[src/rtl/memory_pkg.sv]
// Shared types and ROM contents for the instruction memory.
// Default widths, the pc type and the fixed ROM pattern.
package memory_pkg;

    localparam int ADDR_W_DEF = 4;
    localparam int DATA_W_DEF = 8;
    localparam int ROM_DEPTH_DEF = 2 ** ADDR_W_DEF;

    typedef logic [ADDR_W_DEF-1:0] pc_t;
    typedef logic [ROM_DEPTH_DEF-1:0][DATA_W_DEF-1:0] rom_t;

    // {idx, ~idx} over aw bits; callers truncate or zero-extend to DATA_W
    function automatic logic [63:0] rom_entry(input int unsigned aw,
                                              input int unsigned idx);
        logic [63:0] m;
        logic [63:0] v;
        m = (64'd1 << aw) - 64'd1;
        v = 64'(idx) & m;
        return (v << aw) | (~v & m);
    endfunction

    function automatic rom_t rom_init();
        rom_t t;
        for (int i = 0; i < ROM_DEPTH_DEF; i++) begin
            t[i] = DATA_W_DEF'(rom_entry(ADDR_W_DEF, i));
        end
        return t;
    endfunction

endpackage

[src/rtl/memory_pc_reg.sv]
// Program counter: async active-low clear, branch load, else increment.
// Increment wraps naturally at 2**ADDR_W.
module pc_reg
    import memory_pkg::*;
#(
    parameter int ADDR_W = ADDR_W_DEF
) (
    input  logic              clk,
    input  logic              rst,
    input  logic              branch,
    input  logic [ADDR_W-1:0] branchaddress,
    output logic [ADDR_W-1:0] pc
);

    logic [ADDR_W-1:0] pc_nxt;

    always_comb begin
        pc_nxt = pc + ADDR_W'(1);
        if (branch) begin
            pc_nxt = branchaddress;
        end
    end

    always_ff @(posedge clk or negedge rst) begin
        if (!rst) begin
            pc <= '0;
        end else begin
            pc <= pc_nxt;
        end
    end

endmodule

[src/rtl/memory.sv]
// Instruction memory: program counter plus fixed combinational ROM.
// instruction follows pc with zero clock latency.
module memory
    import memory_pkg::*;
#(
    parameter int ADDR_W = ADDR_W_DEF,
    parameter int DATA_W = DATA_W_DEF
) (
    input  logic              clk,
    input  logic              rst,
    input  logic              branch,
    input  logic [ADDR_W-1:0] branchaddress,
    output logic [DATA_W-1:0] instruction
);

    localparam int DEPTH = 2 ** ADDR_W;

    logic [ADDR_W-1:0] pc;
    logic [DATA_W-1:0] rom [DEPTH];

    pc_reg #(
        .ADDR_W (ADDR_W)
    ) u_pc_reg (
        .clk           (clk),
        .rst           (rst),
        .branch        (branch),
        .branchaddress (branchaddress),
        .pc            (pc)
    );

    for (genvar g = 0; g < DEPTH; g++) begin : g_rom
        assign rom[g] = DATA_W'(rom_entry(ADDR_W, g));
    end

    assign instruction = rom[pc];

endmodule

[config.mk]
export PLATFORM = sky130hd
export DESIGN_NAME = memory
export DESIGN_NICKNAME = d
export VERILOG_FILES = /design/src/rtl/memory_pkg.sv /design/src/rtl/memory_pc_reg.sv /design/src/rtl/memory.sv
export SDC_FILE = /design/constraint.sdc
export NUM_CORES = 1
export LEC_CHECK = 0
export ABC_AREA = 1
export CAP_MARGIN = 5
export CORE_AREA = 2 2 39 41
export CTS_BUF_LIST = sky130_fd_sc_hd__clkbuf_16
export CTS_CLUSTER_SIZE = 14
export DETAILED_ROUTE_END_ITERATION = 7
export DIE_AREA = 0 0 41 43
export PLACE_DENSITY_LB_ADDON = 0.3
export SLEW_MARGIN = 10
export SYNTH_ARGS = -nofsm -noshare
export SYNTH_HDL_FRONTEND = slang
export SYNTH_SLANG_ARGS = --single-unit
[constraint.sdc]
create_clock -name clk -period 2.9 [get_ports clk]
set_input_delay 0.58 -clock clk [delete_from_list [all_inputs] [get_ports clk]]
set_output_delay 0.58 -clock clk [all_outputs]
set_load 0.1 [all_outputs]
# Word-level counts from Yosys, hierarchy flattened
# Memories as Yosys holds them, arrays and structs flattened.
# Index checks and enable logic that the tools add are counted.
[word_totals] ff_bits=4 romBits=128 inputBits=7 elab_cells=8 mem_count=1
[mem_list] memory="(no name shown)" depth=16 width=8 rd=1 rd_ports_with_merged_regs=0 write_ports=0 line_no="memory.sv:35" text="assign instruction = rom[pc];"
[op_classes] n_addsub=1 order_cmp=1 mux=3 n_bitwise=1
[op_table] operator="two-way mux 8 bit" n=2
[op_table] operator=">= comparator 5 bit, second input constant" n=1
[op_table] operator="NOT 4 -> 5 bit" n=1
[op_table] operator="adder 4 x 1 -> 4 bit, second input constant" n=1
[op_table] operator="two-way mux 4 bit" n=1

# Logic depth before layout (Yosys ltp)
[logic_depth] ltp_word=4 mapped_depth=4

# Cells and area by module
# From an unflattened synthesis, not the netlist that was laid out.
[hier_totals] hier_cells=25 area_unflattened_um2=200.2
[modules_own_cells] module="pc_reg" n_inst=1 cells_each=21 area_each_um2=185.2 seq_area_each_um2=100.1
[modules_own_cells] module="memory" n_inst=1 cells_each=4 area_each_um2=15.0 seq_area_each_um2=0.0

# Least setup slack after synthesis
# Ideal clock, no wire load.
[synth_timing] path_type="register -> output" startpoint="reg u_pc_reg.pc[0]" endpoint="out instruction[0]" t_arrival_ps=1646 required_time_ps=2320 slack_ps=674 path_stages_with_launch=2 cell_sequence="dfrtp_1 inv_1"
[synth_between] elab_chain_len=4
[synth_rtl] item="start, declared" line_no="memory_pc_reg.sv:12" text="output logic [ADDR_W-1:0] pc"
[synth_rtl] item="start signal, assigned" line_no="memory_pc_reg.sv:28" text="pc <= pc_nxt;"
[synth_rtl] item="NOT 4 -> 5 bit (implied by the code)" line_no="memory.sv:35"
[synth_rtl] item="memory (16 x 8 bit)"
[synth_rtl] item="two-way mux 8 bit (implied by the code) (2 in series)" line_no="memory.sv:35"
[synth_rtl] item="end, declared" line_no="memory.sv:13" text="output logic [DATA_W-1:0] instruction"
# No other way between the ends. The select of a mux whose other input is x is not followed.

# Worst setup path after layout
# Ends and elaborated chain as after synthesis.

==> run_results.csv <==
group,metric,value,unit
drt,finalWirelength,495,µm
floorplanning,die_area,0.001763,mm²
min_path,hold_path_class,"primary input to async pin",
status,outcome,"completed",
grt,met2_track_usage_gr,8.438,%
setup_path,worstRegToRegCells,3,
drt,avgViaCountPerCell,3.772,
finish,design_area,411.6,µm²
clock_network,cts.htree.levels,1,
clock_network,postCtsSetupRepairBufs,0,
clock_network,cts_buffer_depth,2,
setup_path,path_cells,"inv_1 > buf_4",
yosys,post_synth_instance_area,196.4,µm²
yosys,synth.yosys.seq_area_share,50.96,%
timing,setup-violations-final,0,
power_and_ir_drop,power.static_leakage,0.0002103,µW
finish,antennaDiodeCount,0,
job,max_cap_violations,0,
yosys,synth.lib_cells_used.distinct,9,
finish,drive_gt1_share,26.83,%
yosys,synthCells,24,
clock_network,cts_root_buffer,"sky130_fd_sc_hd__clkbuf_16",
timing,min_period_over_period,54.89,%
setup_path,crit_fanout,6,
setup_path,r2r-end,"u_pc_reg.pc[2]",
grt,antenna_found_initial,0,
finish,layout_common_cells,"sky130_fd_sc_hd__nand2_1, sky130_fd_sc_hd__buf_4, sky130_fd_sc_hd__clkdlybuf4s50_1",
placed_design,placement.io_buffers,14,
drt,ant_nets,0,
finish,layout-area-overhead-vs-synth,109.6,%
grt,use_met3,4.712,%
floorplanning,core_area,0.001384,mm²
floorplanning,number_of_rows_created_at_floorplan,14,
timing,relSlewSlack,81.64,%
clock_network,cts-resized-gates,0,
floorplanning,pin_count,15,
drt,num_vias,215,
timing,worst_pin_slew,277.7,ps
setup_path,critical_path.max_stage_delay,430,ps
timing,fin_skew,2.052,ps
timing,clock.fmax,0.6282,GHz
yosys,yosys_warnings,0,
power_and_ir_drop,post-layout-total-power,444.3,µW
power_and_ir_drop,vdd_drop_max,0.2806,mV
yosys,yosys_register_bits,4,
clock_network,clock_latency,220,ps
setup_path,arrival,1010,ps
placed_design,post_dp_cell_area,336.6,µm²
finish,final_net_count,51,
drt,detailedRoute.firstIterationViolations,3,
floorplanning,floorplan.die.width,41,µm
drt,remaining_drc_errors,0,
timing,rsz0062_at_grt,"false",
grt,maximum_number_of_pins_on_one_net_before_global_route_repair,8,
floorplanning,initial_utilization,14.20,%
placed_design,dp_hpwl,374.3,µm
grt,grt_most_used_layer,"met1",
setup_path,ff2ff_setup_slack,1890,ps
setup_path,regToRegStartpoint,"u_pc_reg.pc[0]",
timing,report.final.hold_viol_count,0,
placed_design,globalplace.congestion,0.6626,
setup_path,cp_launch_point,"u_pc_reg.pc[0]",
clock_network,clk_transition_reported_paths,30,ps
grt,gr-total-overflow,0,
grt,grt_util_all_layers,7.638,%
clock_network,postCtsHoldBufs,0,
setup_path,critPathKind,"register to output port",
grt,grt_pass1_wl,786,µm
setup_path,end_kind,"output port",
floorplanning,die-height,43,µm
setup_path,slowest_stage,"sky130_fd_sc_hd__dfrtp_1",
yosys,synthesis.area_per_instance,8.185,µm²
finish,flip_flop_count_of_the_largest_register_all_copies_and_words_added,4,
timing,final.min_clock_period,1592,ps
drt,router_iterations_before_antenna_repair,2,
timing,timing.final.max_slew_violations,0,
timing,setup_tns,0,ps
clock_network,cts.sink_count,4,
setup_path,timing.critical_path.from_type,"register",
clock_network,cts-buffers-inserted,3,
yosys,mappedNetlistNets,32,
grt,grt_pass1_vias,183,
setup_path,crit_required,2320,ps
drt,average_wire_per_standard_cell,8.684,µm
clock_network,tritoncts,"done",
power_and_ir_drop,p_per_area,1079,mW/mm²
setup_path,timing.critical_path.to,"instruction[0]",
grt,grt_use_met1,9.032,%
finish,utilization,29.75,%
[through the flow]
stage,worst slack [ps],hold WS [ps],cells
after floorplan,674.4,284.4,24
after global placement,1403,579.2,54
after detailed placement,1382,598.2,54
after CTS,1289,570.8,57
after global routing,1264,589.8,57
final,1308,565.4,57
[report_power, final]
part	leakage, µW	switching [µW]	internal, µW
Clock	0.0000370	38.4	176
Sequential	0.0000480	9.54	63.4
Combinational	0.000125	124	33.3
Total	0.000210	172	273
[per-layer routing]
metal  routed length, µm  share of wire (%)  vias to the layer above
met5                   0                  0                        -
met4                  14                2.8                        0
met3                  54                 11                        2
met2                 207                 42                       13
met1                 218                 44                       91
li1                    -                  -                      109
[how the worst min path moves through the flow]
stage | from | endpoint | slack [ps]
after global placement | u_pc_reg.pc[0] | u_pc_reg.pc[0] | 580
after CTS | rst | u_pc_reg.pc[2] | 570
after floorplan | rst | u_pc_reg.pc[0] | 280
final | rst | u_pc_reg.pc[0] | 570
after detailed placement | u_pc_reg.pc[0] | u_pc_reg.pc[0] | 600
after global routing | rst | u_pc_reg.pc[2] | 590
[cells in the mapped netlist]
master	instances	share of area, %
sky130_fd_sc_hd__dfrtp_1	4	51
sky130_fd_sc_hd__ha_1	1	6.4
sky130_fd_sc_hd__inv_1	5	9.6
sky130_fd_sc_hd__nand2_1	8	15
sky130_fd_sc_hd__nand3_1	2	5.1
sky130_fd_sc_hd__nand4_1	1	3.2
sky130_fd_sc_hd__o21ai_0	1	2.5
sky130_fd_sc_hd__o21ai_1	1	2.5
sky130_fd_sc_hd__xnor2_1	1	4.5
[cell type report]
type / count / area, µm²
multi-input cells: 15 / 77.57
well taps: 16 / 20.02
inverters: 5 / 18.77
flip-flops and latches: 4 / 100.1
clock buffers: 3 / 75.07
fillers: 153 / 972.2
repair buffers: 14 / 120.1
[worst max-delay path: cells and delay by family, from the launching register on]
kind | cells | cell delay, ps
DFF | 1 | 430
buffers and inverters | 2 | 360
[cells by family after synthesis]
family	count (synthesis)	share of synthesized area, %
compound gates	2	5.091
xor+xnor	1	4.459
simple gates	11	23.57
buf+inv	5	9.555
flops	4	50.96
fa+ha+maj	1	6.368
Power figures use the tool's default switching activity.
